File: config.mk
export PLATFORM = sky130hd
export DESIGN_NAME = reg_bank_8x
export DESIGN_NICKNAME = d
export VERILOG_FILES = /design/src/rtl/reg_bank_8x.sv
export SDC_FILE = /design/constraint.sdc
export NUM_CORES = 1
export LEC_CHECK = 0
export CAP_MARGIN = 10
export CORE_AREA = 2 2 145 147
export DETAILED_ROUTE_END_ITERATION = 8
export DIE_AREA = 0 0 147 149
export DONT_BUFFER_PORTS = 1
export GPL_ROUTABILITY_DRIVEN = 0
export PLACE_DENSITY = 0.79
export SETUP_SLACK_MARGIN = 0.02
export SLEW_MARGIN = 20
export SYNTH_ARGS = -nofsm -noshare
export SYNTH_HDL_FRONTEND = slang
export SYNTH_SLANG_ARGS = --single-unit
File: constraint.sdc
create_clock -name clk -period 2.9 [get_ports clk]
set_clock_uncertainty 0.1 [all_clocks]
set_input_delay 0.725 -clock clk [delete_from_list [all_inputs] [get_ports clk]]
set_output_delay 0.725 -clock clk [all_outputs]
set_load 0.02 [all_outputs]
File: src/rtl/reg_bank_8x.sv
// Eight-entry register bank with one synchronous write port and two combinational
// read ports (rs/rt style). Entry 0 can be hardwired to zero; reads can bypass the write.
module reg_bank_8x #(
    parameter int WIDTH    = 32,
    parameter int ZERO_REG = 1,
    parameter int BYPASS   = 1
) (
    input  logic             clk,
    input  logic             rst_n,
    input  logic             we,
    input  logic [2:0]       waddr,
    input  logic [WIDTH-1:0] wdata,
    input  logic [2:0]       raddr_a,
    input  logic [2:0]       raddr_b,
    output logic [WIDTH-1:0] rdata_a,
    output logic [WIDTH-1:0] rdata_b,
    output logic [3:0]       wr_count
);

    logic [WIDTH-1:0] regs [8];
    logic [7:0]       wr_en;
    logic             zero_drop;
    logic             accept;

    // A write to entry 0 is discarded entirely when it is hardwired to zero.
    assign zero_drop = (ZERO_REG != 0) && (waddr == 3'd0);
    assign accept    = we && !zero_drop;

    // Per-entry decoded enables: an unknown address bit only reaches entries it could select.
    always_comb begin
        wr_en = '0;
        for (int i = 0; i < 8; i++) begin
            if (!((ZERO_REG != 0) && (i == 0))) begin
                wr_en[i] = we && (waddr == 3'(i));
            end
        end
    end

    for (genvar g = 0; g < 8; g++) begin : g_entry
        always_ff @(posedge clk or negedge rst_n) begin
            if (!rst_n) begin
                regs[g] <= '0;
            end else if (wr_en[g]) begin
                regs[g] <= wdata;
            end
        end
    end

    always_ff @(posedge clk or negedge rst_n) begin
        if (!rst_n) begin
            wr_count <= 4'd0;
        end else if (accept && (wr_count != 4'd15)) begin
            wr_count <= wr_count + 4'd1;
        end
    end

    // Read select follows mux_8to1 order (000 -> entry 0 ... 111 -> entry 7).
    function automatic logic [WIDTH-1:0] read_port(input logic [2:0] addr);
        logic [WIDTH-1:0] value;
        value = regs[addr];
        if ((BYPASS != 0) && accept && (addr == waddr)) begin
            value = wdata;
        end
        return value;
    endfunction

    always_comb begin
        rdata_a = read_port(raddr_a);
        rdata_b = read_port(raddr_b);
    end

endmodule

# [Word-level counts from Yosys, hierarchy flattened]
# Cells that the tools add are included.
[word_totals] word_cells=44 ff_bits=228 output_inout_bits=68 input_bits=44
[classes] n_bitwise=2 n_eq_ne=10 n_reduce_logical=13 n_lt_le_gt_ge=2 n_mux=8 n_addsub=1
[op_table] op="$bmux 32 s3" n=2
[op_table] op="$mux 32" n=6
[op_table] op="$eq 3x3->1 const B" n=4
[op_table] op="$logic_and 1x1->1" n=11
[op_table] op="$ge 4x4->1 const B" n=2
[op_table] op="$not 3->4" n=2
[op_table] op="$eq 3x2->1 const B" n=2
[op_table] op="$eq 3x3->1" n=2
[op_table] op="$add 4x1->4 const B" n=1
[op_table] op="$ne 4x4->1 const B" n=1
[op_table] op="$eq 3x1->1 const B" n=1
[op_table] op="$logic_not 3->1" n=1
[op_table] op="$logic_not 1->1" n=1

# [Longest topological paths before layout]
# Gate-level depths: netlist (run 1).
[depth] word_depth=5 ltp_mapped=7

# [Worst setup path before layout (run 1)]
# Ideal clock, no wire load.
[synth_path] path_kind="in2out" from="in raddr_b[0]" to="out rdata_b[21]" cell_stages=6 setup_slack_ns=-0.107 t_arrival_ns=2.182 path_buffers=3 path_cell_list="buf_2 -> buf_4 -> buf_2 -> mux2i_1 -> a221o_1 -> o21ai_0"
[synth_between] elab_chain_len=5 word_cells_on_any_way=7 classes_between="eq/ne (1); mux (4); bitwise (1); reduce/logical (1)"
[synth_rtl] element="from (decl)" line="14" source="input logic [2:0] raddr_b,"
[synth_rtl] element="$not 3->4 (not written as such)" line="60" source="value = regs[addr];"
[synth_rtl] element="$bmux 32 s3" line="60"
[synth_rtl] element="$mux 32 (not written as such) (2 in series)" line="60"
[synth_rtl] element="$mux 32 (*)" line="61" source="if ((BYPASS != 0) && accept && (addr == waddr)) begin"
[synth_rtl] element="to (decl)" line="16" source="output logic [WIDTH-1:0] rdata_b,"
# Every way passes the cells marked *; elsewhere a longest branch is shown, timed or not. The select of a mux whose other input is x is not followed.

# [Worst setup path in the final report (run 1)]
[layout_path] from="in waddr[1]" to="out rdata_a[12]"
[layout_between] elab_chain_len=5 word_cells_on_any_way=6 classes_between="eq/ne (1); mux (1); reduce/logical (4)"
[layout_rtl] element="from (decl)" line="11" source="input logic [2:0] waddr,"
[layout_rtl] element="$logic_not 3->1" line="26" source="assign zero_drop = (ZERO_REG != 0) && (waddr == 3'd0);"
[layout_rtl] element="$logic_not 1->1" line="27" source="assign accept = we && !zero_drop;"
[layout_rtl] element="$logic_and 1x1->1" line="27"
[layout_rtl] element="$logic_and 1x1->1 (*)" line="61"
[layout_rtl] element="$mux 32 (*)" line="61"
[layout_rtl] element="to (decl)" line="15" source="output logic [WIDTH-1:0] rdata_a,"
# Every way passes the cells marked *; elsewhere a longest branch is shown, timed or not.

==> summary.txt, run 1 <==
Clocking
  – Clock latency on the worst-skew pair: 0.52 ns
  – Max H-tree Level: 1
  – Clock-pin slew of the registers on the worst-case setup and hold paths: 0.06 ns
  – Clock buffer count from CTS: 25
  – Maximum root-to-sink buffer count: 3
  – Clock tree from TritonCTS: done
  – Number of clock sinks: 228
  – CTS Root Buffer Type: clkbuf_16

Layout
  – Number of antenna repair diodes: 0
  – Fraction of final layout cells sized beyond drive strength 1: 0.493
  – Number of nets at the end of the flow: 1,105
  – Area delta synth->final: 14.4%
  – Final core utilization: 0.711
  – Area taken by flip-flops and latches: 0.00571 mm2
  – Fill cell total of the finished layout: 1,454
  – Multi-input combinational cell area: 0.00692 mm2

Synth
  – Cells after synthesis: 1,035
  – Most instantiated library cell after synthesis: mux2_2
  – Netlist cell types: 35
  – Ranking of synthesized cells by instance count: 347 x mux2_2, 228 x dfrtp_1, 68 x nand2_1
  – Yosys warning count: 0
  – EDFF count, synth: 0
  – Fraction of post-synthesis cell area in the top cell type by area: 0.447
  – Post-synthesis instance area: 0.0128 mm2
  – Post-synth top flop: dfrtp_1
  – Post-Syn Area per Cell: 12.3 um2
  – Post-synthesis net count: 1,080
  – Share of the yosys chip area belonging to registers: 0.447
  – Register bit count reported by yosys: 228
  – Share of flip-flops with an asynchronous set or reset after synthesis: 1.00
  – Synth area leader: dfrtp_1
  – Top cells by area in the synthesized netlist: dfrtp_1 45%, mux2_2 31%, mux2i_1 5.1%

Critical path
  – Startpoint of the worst-slack reg-to-reg timing path: wr_count[0]$_DFFE_PN0P_
  – Slowest stage delay, CP: 0.28 ns
  – Slowest library cell on the worst path: o31ai_4
  – Buffers and inverters on the worst path: 4
  – Worst-path fanout max: 26
  – Required time worst endpoint: 2.08 ns
  – Kind of launch point of the worst setup path: input port
  – Arrival time of the worst setup path: 2.04 ns
  – Critical path, cell by cell: o31ai_4 > nor4_4 > buf_4 > buf_12 > buf_4 > o31ai_4 > buf_4
  – R2R cell count: 4
  – Kind of end point of the critical path: output port
  – Most frequent CP cell: buf_4
  – Crit-path leading delay family: buffers and inverters
  – Critical path start-end classification: in -> out
  – Worst R2R End: wr_count[1]$_DFFE_PN0P_
  – Setup slack of the most critical reg-to-reg path: 1.36 ns

Die
  – Total die area: 0.0219 mm2
  – Initial Utilization: 0.621
  – Chip height: 149 um
  – Die width: 147 um
  – Number of placement rows: 53
  – Number of top-level design ports: 112
  – Area of the core: 0.0206 mm2

Route
  – Total length of routed wires: 33,300 um
  – Detailed-router iteration count before antenna repair: 7
  – Average detailed-routed wire length per instance: 24.6 um
  – Number of antenna-violating nets in the routed design: 0
  – Count of vias placed by the detailed router: 9,104
  – DRC violation count after routing: 0
  – Avg Vias per Cell: 6.73
  – Violation count after the first detailed-route iteration: 636

STA
  – Tightest slew margin relative to the limit: 0.473
  – Pin slew with the least headroom to its limit: 0.789 ns
  – Max Slew Vio Count: 0
  – Final number of hold-violating endpoints: 228
  – Min Clock Period, post-route: 2.87 ns
  – Endpoints failing setup: 0
  – Post-route fraction of the period consumed by the critical path: 0.988
  – Highest attainable clock frequency: 349 MHz
  – Worst Hold Slack: -0.205 ns

Place
  – Port Buffer Count: 0
  – Half-perimeter wire length after placement: 18,300 um

Run
  – Max-cap check violation count: 0

GRT
  – Congestion Overflow GR: 0
  – First-pass GRT wire length: 52,700 um
  – Gr usage total: 0.304
  – Number of antenna violations at the first check in global routing: 0
  – Number of global-route vias before repair: 9,461
  – Largest net degree at the start of global routing: 229

Power and ir drop
  – Leakage Power: 6.12 nW
  – Pwr per Cell Area: 704 mW/mm2
  – Maximum ir drop on the vdd rail: 0.603 mV
  – Power Total: 0.0103 W

Status
  – Failing checks: negative hold slack
  – Result of the run: finished, violations left

Hold path
  – Class of the tightest hold or removal check: in -> async
[routing by layer]
metal	share of wire	global-route usage
met4	0.031	0.113
met1	0.43	0.413
met2	0.48	0.503
met3	0.058	0.0459
met5	0	0
[flip-flops by register name, indices dropped and copies added (netlist names)]
signal and flops:
wr_count 4, regs 224
[cells in the final DEF, fill, tap and decap left out, types with 2 or more instances in the layout]
master / count
a221o_1: 31
dfrtp_1: 228
xor2_1: 6
nor2_1: 2
buf_12: 7
buf_4: 87
o21ai_1: 31
nand4_1: 2
nand2_1: 68
o31ai_4: 4
mux2_1: 6
a221oi_1: 58
clkinv_2: 7
clkbuf_1: 3
o22ai_1: 32
mux2_2: 347
nand2b_1: 2
nand4b_1: 3
a221oi_2: 5
mux2i_1: 65
bufinv_16: 2
nor2b_4: 2
nor4bb_4: 2
nor2b_2: 2
a21oi_1: 2
clkbuf_16: 25
o31ai_2: 30
nor4_4: 2
clkbuf_8: 7
[cells by family (layout without fill, tap and decap cells)]
family	after synthesis	count (layout)	synth area share
AOI/OAI and AO/OA	196	196	0.119
DFF	228	228	0.447
xor gates and xnor gates	7	7	0.00480
muxes	418	418	0.362
and+or+nand+nor	87	88	0.0326
adders and majority gates	1	1	0.000979
buffers and inverters	98	140	0.0343
[repair_timing]
action / 4_1_cts / 5_1_grt
setup buffers: 1 / 0
hold endpoints to repair: 228 / 228
cloned: 1 / 0
setup endpoints to repair: 42 / 8
pin swaps: 1 / 1
gates resized for setup: 3 / 8
[where the power goes]
| part | switching [W] | internal, W |
|---|---|---|
| combinational | 0.00107 | 0.00152 |
| sequential | 0.000579 | 0.00391 |
| clock | 0.00129 | 0.00193 |
| total | 0.00293 | 0.00736 |
[final cells by class]
type	count	share of cell area
clock buffers	35	0.0502
repair buffers	94	0.0543
inverters	1	0.000257
flip-flops and latches	228	0.391
well taps	275	0.0236
multi-input cells	710	0.474
clock inverters	10	0.00711
[worst reg2reg max path: cells and delay by family (launching register included)]
family                   cells  cell delay [ns]
flip-flops                   1             0.52
multiplexers                 1             0.34
adder cells (fa/ha/maj)      1             0.26
AND/OR/NAND/NOR              2             0.22
[how the worst max path moves through the flow]
stage	startpoint	endpoint	slack, ns	cells past startpoint
2_1_floorplan	waddr[0]	rdata_a[31]	-0.005	6
3_3_place_gp	raddr_b[2]	rdata_b[20]	-0.02	4
3_5_place_dp	raddr_b[2]	rdata_b[29]	-0.07	4
4_1_cts	regs[193]$_DFFE_PN0P_	rdata_b[1]	0.03	5
5_1_grt	raddr_a[1]	rdata_a[31]	-0.006	8
6_report	waddr[1]	rdata_a[12]	0.03	7
[through the flow]
| step | cells | worst slack (ns) | cell area [um2] | TNS, ns | hold WS, ns |
|---|---|---|---|---|---|
| global route | 1353 | -0.00569 | 14600 | -0.00879 | -0.226 |
| floorplan | 1035 | -0.00530 | 12900 | -0.00530 | 0.329 |
| CTS | 1353 | 0.0309 | 14600 | 0 | -0.212 |
| global placement | 1306 | -0.0190 | 13700 | -0.0248 | 0.340 |
| detailed placement | 1306 | -0.0672 | 13700 | -1.49 | 0.340 |
| finish | 1353 | 0.0338 | 14600 | 0 | -0.205 |
Note: power is estimated with default switching activity, not from simulation.
==> inputs of run 2 (changes only) <==
--- a/config.mk
+++ b/config.mk
@@ -7,10 +7,10 @@
 export LEC_CHECK = 0
 export CAP_MARGIN = 10
-export CORE_AREA = 2 2 145 147
+export CORE_AREA = 2 2 152 154
 export DETAILED_ROUTE_END_ITERATION = 8
-export DIE_AREA = 0 0 147 149
+export DIE_AREA = 0 0 154 156
 export DONT_BUFFER_PORTS = 1
 export GPL_ROUTABILITY_DRIVEN = 0
-export PLACE_DENSITY = 0.79
+export PLACE_DENSITY = 0.76
 export SETUP_SLACK_MARGIN = 0.02
 export SLEW_MARGIN = 20
==> constraint.sdc (replaced) <==
create_clock -name clk -period 2.35 [get_ports clk]
set_clock_uncertainty 0.1 [all_clocks]
set_input_delay 0.5875 -clock clk [delete_from_list [all_inputs] [get_ports clk]]
set_output_delay 0.5875 -clock clk [all_outputs]
set_load 0.05 [all_outputs]
==> run 2 against run 1 <==
Net effect: the flow finishes with violations (negative hold slack, negative setup slack); die area increased by 9.7%; via count is 7.0% higher; clock-buffer cell count is the same; total power rose by 45%; routed wire length increased by 17%; core utilization rose by 8.0 points; non-clock buffer count grew 77; global-route usage is 0.48 points higher; worst hold slack worse by 0.13 ns; critical path depth grew 1; cell area rose by 21%; register-to-register slack got worse by 0.78 ns; critical path type unchanged; highest routed layer unchanged.
==> summary.txt, run 2 (same netlist as run 1, synthesis figures left out) <==
Route
  – Number of antenna-violating nets in the routed design: 0 (unchanged)
  – Avg Vias per Cell: 6.78 (+0.76%)
  – Total length of routed wires: 39,100 um (+17%)
  – DRC violation count after routing: 0 (unchanged)
  – Average detailed-routed wire length per instance: 27.2 um (+11%)
  – Count of vias placed by the detailed router: 9,743 (+7.0%)
  – Violation count after the first detailed-route iteration: 585 (-8.0%)
  – Detailed-router iteration count before antenna repair: 5 (-2)

Layout
  – Area taken by flip-flops and latches: 0.00571 mm2 (unchanged)
  – Area delta synth->final: 38.4%
  – Final instance area: 0.0177 mm2 (+21%)
  – Fill cell total of the finished layout: 1,140 (-22%)
  – Most common cell after layout, fill and taps aside: mux2_2
  – Commonest cells after routing, fill and taps aside: 324 x mux2_2, 228 x dfrtp_1, 88 x buf_12
  – Largest register by flop count: regs
  – Number of nets at the end of the flow: 1,181 (+6.9%)
  – Largest registers ranked by flip-flop count: regs (224), wr_count (4)
  – Fraction of final layout cells sized beyond drive strength 1: 0.628 (+0.136)
  – Number of flip-flops under the largest register name: 224 (unchanged)
  – Multi-input combinational cell area: 0.00823 mm2 (+19%)
  – Fin cells: 1,437 (+6.2%)
  – Number of antenna repair diodes: 0 (unchanged)
  – Final core utilization: 0.790 (+0.0797)

Clocking
  – Number of clock sinks: 228 (unchanged)
  – Maximum root-to-sink buffer count: 3 (unchanged)
  – Clock tree from TritonCTS: done
  – Clock-pin slew of the registers on the worst-case setup and hold paths: 0.06 ns (about the same)
  – Clock latency on the worst-skew pair: 0.52 ns (about the same)
  – Max H-tree Level: 1 (unchanged)
  – CTS Root Buffer Type: clkbuf_16
  – Clock buffer count from CTS: 25 (unchanged)

Place
  – Cell area after placement: 0.0156 mm2 (+14%)
  – Placed Cells: 1,362 (+4.3%)
  – Half-perimeter wire length after placement: 19,300 um (+5.4%)
  – Worst Setup Slack post-DPL: -0.297 ns (-0.230 ns)
  – Port Buffer Count: 0 (unchanged)

Critical path
  – Slowest stage delay, CP: 0.32 ns (+0.04 ns)
  – Most frequent CP cell: buf_12
  – Critical path, cell by cell: xor2_4 > nor4_4 > buf_4 > buf_12 > buf_8 > nand2_4 > o31ai_4 > buf_12
  – Startpoint of the worst-slack reg-to-reg timing path: wr_count[1]$_DFFE_PN0P_
  – Slowest library cell on the worst path: nor4_4
  – R2R cell count: 4 (unchanged)
  – Kind of end point of the critical path: output port
  – Setup slack of the most critical reg-to-reg path: 0.58 ns (-0.78 ns)
  – Required time worst endpoint: 1.66 ns (-0.42 ns)
  – Kind of launch point of the worst setup path: input port
  – Arrival time of the worst setup path: 2.12 ns (+0.08 ns)
  – Critical path start-end classification: in -> out
  – Worst R2R End: wr_count[1]$_DFFE_PN0P_
  – Worst-path fanout max: 98 (+280%)

GRT
  – Largest net degree at the start of global routing: 229 (unchanged)
  – Number of global-route vias before repair: 10,400 (+9.8%)
  – Congestion Overflow GR: 0 (unchanged)
  – Number of antenna violations at the first check in global routing: 0 (unchanged)
  – First-pass GRT wire length: 58,700 um (+11%)
  – Gr usage total: 0.309 (+0.00477)

STA
  – Min Clock Period, post-route: 2.81 ns
  – Max Slew Vio Count: 0 (unchanged)
  – Tightest slew margin relative to the limit: 0.617 (+0.144)
  – Post-route fraction of the period consumed by the critical path: 1.20
  – Unrepaired setup endpoints after global routing: yes
  – Final number of hold-violating endpoints: 228 (unchanged)
  – Pin slew with the least headroom to its limit: 0.575 ns (-0.214 ns)
  – Endpoints failing setup: 64 (+64)
  – Highest attainable clock frequency: 356 MHz
  – Smallest setup slack after layout: -0.461 ns (-0.495 ns)
  – Worst Hold Slack: -0.335 ns (-0.130 ns)

Die
  – Total die area: 0.0240 mm2 (+9.7%)
  – Number of top-level design ports: 112 (unchanged)
  – Chip height: 156 um (+4.7%)
  – Area of the core: 0.0224 mm2 (+8.8%)
  – Number of placement rows: 55 (+3.8%)
  – Die width: 154 um (+4.8%)
  – Initial Utilization: 0.571 (-0.0502)

Power and ir drop
  – Pwr per Cell Area: 843 mW/mm2 (+20%)
  – Maximum ir drop on the vdd rail: 0.707 mV (+17%)
  – Leakage Power: 7.48 nW (+22%)

Run
  – Max-cap check violation count: 0 (unchanged)

Status
  – Result of the run: finished, violations left
  – Failing checks: negative hold slack, negative setup slack

Hold path
  – Class of the tightest hold or removal check: in -> async
-- run 2: worst max-delay path by stage --
| stage | startpoint | end | slack [ns] | cells past startpoint |
|---|---|---|---|---|
| after floorplan | raddr_a[1] | rdata_a[31] | -0.48 | 6 |
| after global placement | raddr_a[1] | rdata_a[25] | -0.21 | 6 |
| after detailed placement | raddr_a[1] | rdata_a[0] | -0.30 | 6 |
| after CTS | waddr[1] | rdata_a[16] | -0.25 | 8 |
| after global routing | raddr_a[0] | rdata_a[9] | -0.40 | 8 |
| final | raddr_a[0] | rdata_a[1] | -0.46 | 8 |
-- run 2: metrics by stage --
stage          total power [W]  setup TNS, ns
6_report                0.0149         -20.23
5_1_grt                 0.0154         -20.18
4_1_cts                 0.0146         -11.84
3_5_place_dp            0.0104         -12.41
3_3_place_gp            0.0102          -9.71
2_1_floorplan          0.00878         -27.67
-- run 2: final cells by class --
type | instances | share of cell area
multi-input cells | 709 | 0.466
repair buffers | 171 | 0.145
well taps | 285 | 0.0202
clock inverters | 8 | 0.00545
flip-flops and latches | 228 | 0.323
clock buffers | 35 | 0.0409
inverters | 1 | 0.000212
-- run 2: repair_timing --
action,in CTS,in global routing
endpoints found under the hold margin,228,228
buffers inserted,21,5
gates cloned,4,4
setup endpoints to repair,64,64
pin swaps,40,38
resized for setup,141,33
-- run 2: worst max-delay path, delay by kind of cell --
kind | cells | cell delay [ns]
AOI/OAI and AO/OA | 1 | 0.10
buffers and inverters | 4 | 0.63
and+or+nand+nor | 2 | 0.39
xor gates and xnor gates | 1 | 0.27
-- run 2: layer usage --
metal / global-route usage / vias to the layer above / wire length [um]
met2: 0.524 / 397 / 19600
li1: - / 4197 / -
met5: 0 / - / 0
met4: 0.126 / 0 / 1300
met3: 0.0536 / 95 / 2550
met1: 0.396 / 5054 / 15600
-- run 2: power by group --
group	switching (W)	internal, W
combinational	0.00232	0.00292
clock	0.00161	0.00235
sequential	0.000870	0.00482
==> inputs of run 3 (changes only) <==
- CORE_AREA: 2 2 152 154 -> 2 2 145 147
- DIE_AREA: 0 0 154 156 -> 0 0 147 149
- PLACE_DENSITY: 0.76 -> 0.79
- clock period: 2.35 -> 2.6 ns (I/O delays scaled with it)
==> run 3 against run 2 <==
Net effect: the run still ends with negative hold slack, negative setup slack left; via count up 7.5%; routed wire length increased by 17%; total power decreased by 8.4%; first-iteration DRC count is 77% higher; register-to-register slack improved by 0.24 ns; critical endpoint is now rdata_b[22]; largest cell class unchanged.
==> summary.txt, run 3 (same netlist as run 1, synthesis figures left out) <==
GRT
  – GR met2 Demand/Resource: 0.612 (+0.0886)
  – Gr usage total: 0.372 (+0.0627)
  – Number of global-route vias before repair: 10,900 (+4.8%)
  – Largest net degree at the start of global routing: 229 (unchanged)
  – Met1 Usage GRT: 0.458 (+0.0619)
  – Number of antenna violations at the first check in global routing: 0 (unchanged)
  – First-pass GRT wire length: 63,000 um (+7.4%)
  – Global-route met3 utilization: 0.0758 (+0.0222)
  – Congestion Overflow GR: 0 (unchanged)
  – Most Crowded Layer GR: met2

STA
  – Final number of hold-violating endpoints: 228 (unchanged)
  – Post-route fraction of the period consumed by the critical path: 1.10
  – Endpoints failing setup: 64 (unchanged)
  – Worst Hold Slack: -0.275 ns (+0.0592 ns)
  – Smallest setup slack after layout: -0.266 ns (+0.196 ns)
  – Unrepaired setup endpoints after global routing: yes
  – Min Clock Period, post-route: 2.87 ns
  – Tightest slew margin relative to the limit: 0.485 (-0.132)
  – Max Slew Vio Count: 0 (unchanged)
  – Final TNS setup: -10.53 ns (+9.70 ns)
  – Pin slew with the least headroom to its limit: 0.771 ns (+0.196 ns)
  – Highest attainable clock frequency: 349 MHz

Clocking
  – Maximum root-to-sink buffer count: 3 (unchanged)
  – Clock latency on the worst-skew pair: 0.51 ns (about the same)
  – Clock-pin slew of the registers on the worst-case setup and hold paths: 0.06 ns (about the same)
  – Clock buffer count from CTS: 25 (unchanged)
  – Max H-tree Level: 1 (unchanged)
  – Clock tree from TritonCTS: done
  – CTS Root Buffer Type: clkbuf_16
  – Number of clock sinks: 228 (unchanged)

Power and ir drop
  – Power Total: 0.0136 W (-8.4%)
  – Maximum ir drop on the vdd rail: 0.510 mV (-28%)
  – Pwr per Cell Area: 776 mW/mm2 (-7.9%)
  – Leakage Power: 7.42 nW (-0.89%)

Status
  – Failing checks: negative hold slack, negative setup slack
  – Result of the run: finished, violations left

Route
  – Number of antenna-violating nets in the routed design: 0 (unchanged)
  – DRC violation count after routing: 0 (unchanged)
  – Count of vias placed by the detailed router: 10,500 (+7.5%)
  – Average detailed-routed wire length per instance: 32.2 um (+18%)
  – Total length of routed wires: 45,700 um (+17%)
  – Violation count after the first detailed-route iteration: 1,035 (+77%)
  – Detailed-router iteration count before antenna repair: 5 (unchanged)
  – Avg Vias per Cell: 7.38 (+8.8%)

Layout
  – Most common cell after layout, fill and taps aside: mux2_2
  – Fraction of final layout cells sized beyond drive strength 1: 0.622 (-0.00664)
  – Final core utilization: 0.856 (+0.0653)
  – Number of flip-flops under the largest register name: 224 (unchanged)
  – Area delta synth->final: 37.7%
  – Largest registers ranked by flip-flop count: regs (224), wr_count (4)
  – Largest register by flop count: regs
  – Number of antenna repair diodes: 0 (unchanged)
  – Commonest cells after routing, fill and taps aside: 332 x mux2_2, 228 x dfrtp_1, 80 x buf_12
  – Final instance area: 0.0176 mm2 (-0.49%)
  – Number of nets at the end of the flow: 1,175 (-0.51%)

Critical path
  – Arrival time of the worst setup path: 2.12 ns (about the same)
  – Setup slack of the most critical reg-to-reg path: 0.82 ns (+0.24 ns)
  – Critical path start-end classification: in -> out
  – Worst-path fanout max: 98 (unchanged)
  – Kind of launch point of the worst setup path: input port
  – Required time worst endpoint: 1.85 ns (+0.19 ns)
  – Kind of end point of the critical path: output port

Die
  – Number of placement rows: 53 (-3.6%)
  – Area of the core: 0.0206 mm2 (-8.1%)
  – Total die area: 0.0219 mm2 (-8.8%)
  – Die width: 147 um (-4.5%)
  – Initial Utilization: 0.621 (+0.0502)
  – Chip height: 149 um (-4.5%)
  – Number of top-level design ports: 112 (unchanged)

Place
  – Cell area after placement: 0.0154 mm2 (-0.95%)
  – Half-perimeter wire length after placement: 20,000 um (+3.3%)
  – Worst Setup Slack post-DPL: -0.275 ns (+0.0215 ns)
  – Port Buffer Count: 0 (unchanged)

Run
  – Max-cap check violation count: 0 (unchanged)

Hold path
  – Class of the tightest hold or removal check: in -> async
run 3: final timing paths:
check / start / endpoint / cells after the start
worst max-delay path: raddr_b[0] / rdata_b[22] / 7
max in group asynchronous: rst_n / regs[92]$_DFFE_PN0P_ / 0
worst max register to register: wr_count[1]$_DFFE_PN0P_ / wr_count[1]$_DFFE_PN0P_ / 4
min in group clk: wdata[6] / regs[102]$_DFFE_PN0P_ / 1
worst min-delay path: rst_n / regs[101]$_DFFE_PN0P_ / 0
worst min register to register: regs[102]$_DFFE_PN0P_ / regs[102]$_DFFE_PN0P_ / 1
run 3: what timing repair did:
item	CTS	global route
buffers inserted	4	29
cloned	7	3
endpoints found under the setup margin	64	64
pin swaps	11	56
endpoints found under the hold margin	228	228
gates resized for setup	91	80
run 3: power breakdown:
group	switching, W	internal [W]	total, W
logic	0.00224	0.00257	0.00481
clock network	0.00149	0.00212	0.00361
registers	0.000873	0.00435	0.00522
total	0.00461	0.00904	0.0136
run 3: worst max-delay path, cell delays in order:
cell,delay [ns]
xor2_1,0.23
nor4_4,0.29
buf_6,0.24
buf_12,0.18
nand2_1,0.13
o21ai_4,0.10
buf_12,0.15
run 3: final cells by class:
| cell class | instances | area, um2 |
|---|---|---|
| multi-input cells | 710 | 8260 |
| flip-flops and latches | 228 | 5710 |
| fillers | 905 | 2970 |
| repair buffers | 164 | 2490 |
| clock buffers | 35 | 683 |
| well taps | 275 | 344 |
| clock inverters | 7 | 110 |
| inverters | 1 | 3.75 |
run 3: routing by layer:
layer,wire length (um),share of wire
met5,0,0
met4,2990,0.066
met3,4110,0.090
met2,22100,0.48
met1,16500,0.36
run 3: metrics by stage:
step           hold slack, ns  std cells
4_1_cts                -0.288       1391
3_5_place_dp            0.262       1340
5_1_grt                -0.274       1420
2_1_floorplan           0.254       1035
3_3_place_gp            0.263       1340
6_report               -0.275       1420
